`src/rtl/pipeline_ctrl_pkg.sv`:
```
// Shared definitions for the pipeline hazard controller: state encoding,
// instruction field positions and the load-use hazard test.
// Imported by the controller top; holds no logic of its own.
package pipeline_ctrl_pkg;

   typedef enum logic {
      RUN     = 1'b0,
      MEMWAIT = 1'b1
   } state_t;

   localparam int RS_HI = 25;
   localparam int RS_LO = 21;
   localparam int RT_HI = 20;
   localparam int RT_LO = 16;

   localparam logic [4:0] REG_ZERO = 5'd0;

   // rt is compared even for instructions that do not read it; a spurious
   // stall costs one cycle, a missed one corrupts data.
   function automatic logic load_use(input logic        mem_read,
                                     input logic [4:0]  write_reg,
                                     input logic [31:0] instr);
      logic [4:0] rs;
      logic [4:0] rt;
      rs = instr[RS_HI:RS_LO];
      rt = instr[RT_HI:RT_LO];
      return mem_read && (write_reg != REG_ZERO) &&
             ((write_reg == rs) || (write_reg == rt));
   endfunction

endpackage

```
`src/rtl/sat_counter.sv`:
```
// Saturating up-counter for performance debug events.
// Latency: count reflects an increment one cycle after inc.
// No backpressure; holds at all-ones instead of wrapping.
module sat_counter #(
   parameter int WIDTH = 16
) (
   input  logic             Clock,
   input  logic             Reset,
   input  logic             inc,
   output logic [WIDTH-1:0] count
);

   // Count events, sticking at the maximum value once reached.
   always_ff @(posedge Clock) begin
      if (Reset) begin
         count <= '0;
      end else if (inc && (count != '1)) begin
         count <= count + WIDTH'(1);
      end
   end

endmodule

```
`src/rtl/pipeline_hazard_controller.sv`:
```
// Stall/flush sequencer for load-use, taken-branch and multi-cycle memory hazards.
// Latency: control outputs are Mealy (same cycle); event counters lag one cycle.
// No backpressure; a memory wait freezes the whole pipe for MEM_LATENCY-1 cycles.
module pipeline_hazard_controller
   import pipeline_ctrl_pkg::*;
#(
   parameter int MEM_LATENCY = 1,
   parameter int CNT_W       = 16
) (
   input  logic             Clock,
   input  logic             Reset,
   input  logic [31:0]      Instr_ID,
   input  logic             MemRead_EX,
   input  logic [4:0]       WriteReg_EX,
   input  logic             BranchTaken,
   input  logic             MemStart,
   output logic             PCWrite,
   output logic             Stall_ID,
   output logic             PCSel_IFID,
   output logic             Bubble_EX,
   output logic             Freeze,
   output logic [CNT_W-1:0] StallCount,
   output logic [CNT_W-1:0] FlushCount
);

   // The entry cycle in RUN is already the first frozen cycle, so a
   // two-cycle memory needs no MEMWAIT residency at all.
   localparam logic       MEM_STALLS = (MEM_LATENCY > 1);
   localparam logic       HAS_WAIT   = (MEM_LATENCY > 2);
   localparam logic [3:0] WAIT_LOAD  = 4'(MEM_LATENCY - 1);

   state_t     state;
   logic [3:0] wait_cnt;
   logic       luh;
   logic       mem_go;

   // Opcode and immediate bits play no part in hazard detection.
   logic unused_instr_bits;
   assign unused_instr_bits = ^{Instr_ID[31:26], Instr_ID[15:0]};

   assign luh    = load_use(MemRead_EX, WriteReg_EX, Instr_ID);
   assign mem_go = MemStart && MEM_STALLS;

   // Output decode: reset clears IF/ID and ID/EX, then memory wait beats
   // load-use beats branch; a held ID stage always wins over a flush.
   always_comb begin
      PCWrite    = 1'b1;
      Stall_ID   = 1'b0;
      PCSel_IFID = 1'b0;
      Bubble_EX  = 1'b0;
      Freeze     = 1'b0;
      if (Reset) begin
         PCWrite    = 1'b0;
         PCSel_IFID = 1'b1;
         Bubble_EX  = 1'b1;
      end else if (state == MEMWAIT) begin
         PCWrite  = 1'b0;
         Stall_ID = 1'b1;
         Freeze   = 1'b1;
      end else if (mem_go) begin
         PCWrite  = 1'b0;
         Stall_ID = 1'b1;
         Freeze   = 1'b1;
      end else if (luh) begin
         PCWrite   = 1'b0;
         Stall_ID  = 1'b1;
         Bubble_EX = 1'b1;
      end else if (BranchTaken) begin
         PCSel_IFID = 1'b1;
      end
   end

   // Sequencer: the wait counter holds the frozen cycles left for this
   // access counting the entry cycle; leave once only that one remains.
   always_ff @(posedge Clock) begin
      if (Reset) begin
         state    <= RUN;
         wait_cnt <= 4'd0;
      end else begin
         case (state)
            RUN: begin
               if (mem_go) begin
                  wait_cnt <= WAIT_LOAD;
                  if (HAS_WAIT) begin
                     state <= MEMWAIT;
                  end
               end
            end
            MEMWAIT: begin
               wait_cnt <= wait_cnt - 4'd1;
               if (wait_cnt <= 4'd2) begin
                  state <= RUN;
               end
            end
            default: state <= RUN;
         endcase
      end
   end

   sat_counter #(.WIDTH(CNT_W)) u_stall_cnt (
      .Clock (Clock),
      .Reset (Reset),
      .inc   (~PCWrite),
      .count (StallCount)
   );

   sat_counter #(.WIDTH(CNT_W)) u_flush_cnt (
      .Clock (Clock),
      .Reset (Reset),
      .inc   (PCSel_IFID),
      .count (FlushCount)
   );

endmodule

```
`config.mk`:
```
export PLATFORM = sky130hd
export DESIGN_NAME = pipeline_hazard_controller
export DESIGN_NICKNAME = d
export VERILOG_FILES = /design/src/rtl/pipeline_ctrl_pkg.sv /design/src/rtl/sat_counter.sv /design/src/rtl/pipeline_hazard_controller.sv
export SDC_FILE = /design/constraint.sdc
export NUM_CORES = 1
export LEC_CHECK = 0
export ABC_AREA = 1
export CAP_MARGIN = 25
export CORE_ASPECT_RATIO = 0.9
export CORE_MARGIN = 1.5
export CORE_UTILIZATION = 49
export DETAILED_ROUTE_END_ITERATION = 12
export PLACE_DENSITY = 0.91
export SKIP_LAST_GASP = 1
export SYNTH_ARGS = -nofsm -noshare
export SYNTH_HDL_FRONTEND = slang
export SYNTH_SLANG_ARGS = --single-unit
```
`constraint.sdc`:
```
create_clock -name Clock -period 3.1 [get_ports Clock]
set_clock_uncertainty 0.05 [all_clocks]
set_input_delay 0.775 -clock Clock [delete_from_list [all_inputs] [get_ports Clock]]
set_output_delay 0.775 -clock Clock [all_outputs]
set_load 0.01 [all_outputs]
```
==> results of run 1 <==
metal layers:
metal / vias to the layer above / GRT usage, %
met5: - / 0
met4: 0 / 12.5
met3: 21 / 5.89
met2: 110 / 42.4
met1: 1166 / 26.2
li1: 1282 / -
cells in the mapped netlist (all sizes together) (8+ instances only):
cell / n / share of area, %
a21oi: 23 / 5.5
buf: 9 / 2.4
dfxtp: 37 / 32
inv: 54 / 8.8
nand2: 89 / 15
nand3: 36 / 8.3
nand4: 11 / 3.0
nor2: 61 / 10
nor3: 9 / 2.7
o21ai: 12 / 2.6
xnor2: 8 / 3.0
xor2: 8 / 3.0
state kept, by name (all words and copies together), names as in the netlist:
name,flops
state,1
u_flush_cnt.count,16
u_stall_cnt.count,16
wait_cnt,4
cell type report:
type                    instances  area, um2
flip-flops and latches         37        741
fillers                       353       1400
clock inverters                 1       5.00
repair buffers                 68        643
multi-input cells             264       1330
clock buffers                   7       96.3
inverters                      54        203
well taps                      62       77.6
what timing repair did:
item | in CTS | in global routing
setup buffers | 1 | 0
endpoints found under the setup margin | 4 | 5
gates resized for setup | 14 | 12
pin swaps | 1 | 4
cell families (layout without fill, tap and decap cells):
logic type      count (synthesis)  in the layout  synth area share (%)
compound gates                 37             37                  8.74
xor+xnor                       16             16                  6.08
fa+ha+maj                       4              4                  2.17
buf+inv                        65            130                  11.6
flops                          37             37                  32.1
simple gates                  207            207                  39.3
stage by stage:
stage                     hold slack (ps)  setup slack [ps]  utilization [%]
after floorplan                       402               533                -
after global placement                413              -492             65.9
after detailed placement              422              -524             65.9
after CTS                             438              3.07             68.7
after global routing                  456             -67.3             68.9
final                                 444              81.3             68.9
path summary, 6_finish.rpt:
kind / startpoint / slack (ps) / cells past startpoint / end
hold reg to reg: wait_cnt[2] / 440 / 1 / state
setup reg to reg: u_stall_cnt.count[0] / 790 / 10 / u_stall_cnt.count[1]
setup / recovery: Instr_ID[19] / 80 / 10 / Stall_ID
hold / removal: wait_cnt[2] / 440 / 1 / state
worst max-delay path, stage by stage:
cell,delay (ps)
sky130_fd_sc_hd__clkdlybuf4s50_1,480
sky130_fd_sc_hd__inv_1,40
sky130_fd_sc_hd__nand2_1,50
sky130_fd_sc_hd__nand2_1,50
sky130_fd_sc_hd__nor2_1,110
sky130_fd_sc_hd__nand3_1,100
sky130_fd_sc_hd__nand2_2,100
sky130_fd_sc_hd__nand2_4,100
sky130_fd_sc_hd__a21oi_4,160
sky130_fd_sc_hd__clkdlybuf4s15_2,240
power groups by stage:
stage,registers (mW),clock network [mW],logic (mW)
2_1_floorplan,0.502,0,0.0649
3_3_place_gp,0.500,0,0.128
3_5_place_dp,0.500,0,0.131
4_1_cts,0.489,0.381,0.133
5_1_grt,0.490,0.396,0.146
6_report,0.489,0.384,0.133
==> results_dict.tcl, run 1 <==
set metrics [dict create \
    run_status "finished clean" \
    grtUsageTotal_pct 23.9 \
    final_net_count 476 \
    finalWorstPathRequiredPeriod_ps 3020 \
    hpwlAfterDp_um 4370 \
    initial_core_util_pct 51.3 \
    gr-total-overflow 0 \
    numPlacedInstances 484 \
    crit_path_end_kind "output port" \
    total_neg_setup_slack_ps 0 \
    clock-sinks 37 \
    cts_tree "yes" \
    ctsHtreeMaxLevel 2 \
    power.share.sequential_pct 48.7 \
    grt_setup_unrepaired "true" \
    synth_top_flop_cell "sky130_fd_sc_hd__dfxtp_1" \
    finalInstanceArea_mm2 0.00309 \
    postCtsHoldBufs 0 \
    tightest_slew_ps 484 \
    report.power.total_mw 1.01 \
    grt_antenna_before_repair 0 \
    boundaryPins 79 \
    placer_s_final_routability_congestion_estimate 0.901 \
    detailroute.via_count 2579 \
    detail_route.vias_per_cell 5.23 \
    layout_commonest_cell "sky130_fd_sc_hd__nand2_1" \
    die_width_um 75.3 \
    p_int_mw 0.747 \
    hold_class "reg -> reg" \
    power.switching_mw 0.258 \
    maxCapViolations 0 \
    syn-instance-count 366 \
    die_y_um 68.1 \
    drcViolationCount 0 \
    syn_to_final_growth_pct 34.2 \
    most-common-layout-cells "84 x sky130_fd_sc_hd__nand2_1, 60 x sky130_fd_sc_hd__nor2_1, 52 x sky130_fd_sc_hd__inv_1" \
    timing.max_slew.rel_slack_pct 67.7 \
    grt_pass1_vias 2313 \
    drt_pass1_iterations 8 \
    routed-wl-met2_um 2970 \
    antenna_cells 0 \
    final_cell_count_no_fill 493 \
    synthesis.yosys.warnings 0 \
    report.final.setup_viol 0 \
    number_of_synthesized_flops_with_an_enable_pin 0 \
    core_area_mm2 0.00449 \
    numCtsBuffers 5 \
    synthesis.nets 412 \
    top_signal_layer_used "met4" \
    synthDistinctLibCells 28 \
    antenna_violating_nets_post_route 0 \
    yosysSeqAreaShare_pct 32.1 \
    power_density_mw_per_mm2 325 \
    setup.worst_path.start_class "primary input" \
    detail_route.iter0.violations 181 \
    path_max_fanout 7 \
    met3_length_um 520 \
    synth_async_sr_flop_share_pct 0 \
    timing_max_transition_violations_final 0 \
    hold_viol 0 \
    clk_pin_slew_ps 70 \
    criticalPathCategory "in -> out" \
    cts.path.max_buffers 2 \
    worstPathArrival_ps 2190 \
    synth_seq_cells 37 \
    placedInstanceArea_mm2 0.00296 \
    syn_area_per_cell_um2 6.30 \
    core.rowCount 23 \
    grt_start_max_net_pins 17 \
    period_share_pct 97.4 \
    share_clk_of_total_power_pct 38.1 \
    die_area_mm2 0.00512 \
    post_drt_wl_per_cell_um 12.5 \
    ctsRootBufferMaster "sky130_fd_sc_hd__clkbuf_8" \
    required_worst_endpoint_ps 2270 \
    ir_drop_mv 0.291 \
    buffer_ports.inserted 55 \
    met1Wirelength_um 2480 \
    max_freq_mhz 331 \
    final_layout_size_suffix_gt1_share_pct 9.98 \
    mappedNetlistArea_mm2 0.00230 \
    clock_latency_on_the_worst_skew_pair_ps 290 \
    first_pass_grt_wire_length_um 9430 \
    static-leakage-power_nw 1.33 \
    p_comb_share_pct 13.2 \
    netSwitchingFraction_pct 25.7 \
    finalWirelength_um 6160 \
]
(Power assumes the default switching activity.)
==> run 2, diff against run 1 <==
--- a/config.mk
+++ b/config.mk
@@ -6,11 +6,12 @@
 export NUM_CORES = 1
 export LEC_CHECK = 0
 export ABC_AREA = 1
-export CAP_MARGIN = 25
+export CAP_MARGIN = 30
 export CORE_ASPECT_RATIO = 0.9
 export CORE_MARGIN = 1.5
 export CORE_UTILIZATION = 49
 export DETAILED_ROUTE_END_ITERATION = 12
+export GPL_TIMING_DRIVEN = 0
 export PLACE_DENSITY = 0.91
 export SKIP_LAST_GASP = 1
 export SYNTH_ARGS = -nofsm -noshare
==> results_dict.tcl, run 2 (synthesized netlist as in run 1, its figures left out) <==
set metrics [dict create \
    antenna_cells 0 \
    syn_to_final_growth_pct 34.0 \
    core_area_mm2 0.00449 \
    clock-sinks 37 \
    biggestRegsByFlops "u_flush_cnt.count x16, u_stall_cnt.count x16, wait_cnt x4" \
    crit_path_end_kind "output port" \
    final_cell_count_no_fill 491 \
    ctsHtreeMaxLevel 2 \
    grt_pass1_vias 2230 \
    worst_r2r_endpoint "u_stall_cnt.count[6]" \
    tightest_slew_ps 521 \
    hold_viol 0 \
    power_density_mw_per_mm2 324 \
    maxCapViolations 0 \
    report.power.total_mw 0.999 \
    cts_tree "yes" \
    ir_drop_mv 0.262 \
    placedInstanceArea_mm2 0.00291 \
    placer_s_final_routability_congestion_estimate 0.901 \
    hpwlAfterDp_um 4340 \
    post_drt_wl_per_cell_um 12.5 \
    die_area_mm2 0.00512 \
    numPlacedInstances 481 \
    buffer_ports.inserted 53 \
    drcViolationCount 0 \
    final_layout_worst_hold_slack_ps 434 \
    first_pass_grt_wire_length_um 9320 \
    drt_pass1_iterations 5 \
    path_max_fanout 6 \
    run_status "finished clean" \
    finalInstanceArea_mm2 0.00309 \
    top_cell_by_count_worst_path "sky130_fd_sc_hd__buf_6" \
    ctsRootBufferMaster "sky130_fd_sc_hd__clkbuf_8" \
    timing.max_slew.rel_slack_pct 65.3 \
    detail_route.vias_per_cell 5.28 \
    most-common-layout-cells "85 x sky130_fd_sc_hd__nand2_1, 60 x sky130_fd_sc_hd__nor2_1, 51 x sky130_fd_sc_hd__inv_1" \
    gr-total-overflow 0 \
    initial_core_util_pct 51.3 \
    detailedPlace.worstSlack_ps -672 \
    detail_route.iter0.violations 209 \
    required_worst_endpoint_ps 2270 \
    clock_latency_on_the_worst_skew_pair_ps 300 \
    timing_max_transition_violations_final 0 \
    grt_setup_unrepaired "false" \
    grt_start_max_net_pins 16 \
    crit_path_cell_chain "clkdlybuf4s50_1 -> xnor2_1 -> nand3_1 -> nand2_1 -> nand2_2 -> buf_6 -> nand3_4 -> nand2_4 -> buf_6" \
    reg2regPathDepth 10 \
    max_freq_mhz 334 \
    worst_path_largest_cell_delay_ps 530 \
    numCtsBuffers 5 \
    final_layout_size_suffix_gt1_share_pct 8.16 \
    clk_pin_slew_ps 70 \
    grtUsageTotal_pct 23.6 \
    setup.worst_path.start_class "primary input" \
    detailroute.via_count 2593 \
    r2r_start "u_stall_cnt.count[0]" \
    finalWirelength_um 6130 \
    min_delay_path_depth 1 \
    hold_path.startpoint "wait_cnt[2]" \
    finish.utilization_pct 68.8 \
    boundaryPins 79 \
    cp_top_family "buffers and inverters" \
    total_neg_setup_slack_ps 0 \
    crit_slowest_cell "sky130_fd_sc_hd__clkdlybuf4s50_1" \
    postCtsHoldBufs 0 \
    final_net_count 474 \
    period_share_pct 96.7 \
    final_critical_path_setup_slack_ps 102 \
    report.final.setup_viol 0 \
    criticalPathCategory "in -> out" \
    static-leakage-power_nw 1.36 \
    cts.path.max_buffers 2 \
    core.rowCount 23 \
    worstPathArrival_ps 2170 \
    layout_commonest_cell "sky130_fd_sc_hd__nand2_1" \
    antenna_violating_nets_post_route 0 \
    hold_class "reg -> reg" \
    finalWorstPathRequiredPeriod_ps 3000 \
    die_width_um 75.3 \
    critical_path.n_buffers_inverters 3 \
    grt_antenna_before_repair 0 \
    min_to "state" \
    ff2ff_setup_slack_ps 1050 \
    die_y_um 68.1 \
]
==> run 2: changes by cell type in the layout (fill, tap and decap cells not counted), sizes merged <==
cell and delta:
clkdlybuf4s50 -8, dlymetal6s2s +7, clkdlybuf4s15 -1, dlygate4sd2 +1
buf -1
==> run 2: final cells by class <==
| cell class | instances | area [um2] |
|---|---|---|
| Sequential cell | 37 | 741 |
| Inverter | 54 | 203 |
| Buffer | 9 | 53.8 |
| Fill cell | 387 | 1400 |
| Tap cell | 62 | 77.6 |
| Clock inverter | 1 | 5.00 |
| Clock buffer | 7 | 96.3 |
| Multi-Input combinational cell | 264 | 1330 |
| Timing Repair Buffer | 57 | 579 |
==> run 2: routing by layer <==
metal  vias up  wire length (um)  track usage (%)
met4         0               128             9.38
met3        17               428             6.33
met5         -                 0                0
li1       1275                 -                -
met2        85              2890             41.0
met1      1216              2680             27.6
==> run 2: report_power, final <==
group	switching [mW]	internal (mW)
Sequential	0.00822	0.481
Combinational	0.0711	0.0603
Clock	0.177	0.201
Total	0.257	0.743
==> run 2: worst max-delay path by stage <==
stage | startpoint | depth (start not counted) | slack, ps | endpoint
global route | WriteReg_EX[4] | 9 | 7 | PCSel_IFID
floorplan | Reset | 5 | 530 | PCWrite
CTS | WriteReg_EX[3] | 12 | -120 | PCSel_IFID
detailed placement | WriteReg_EX[1] | 11 | -670 | PCSel_IFID
global placement | WriteReg_EX[3] | 10 | -630 | PCWrite
finish | WriteReg_EX[4] | 9 | 100 | PCSel_IFID
==> run 2: repair_timing <==
item / 4_1_cts / 5_1_grt
setup endpoints to repair: 4 / 4
pin swaps: 1 / 5
setup buffers: 2 / 2
resized for setup: 19 / 16
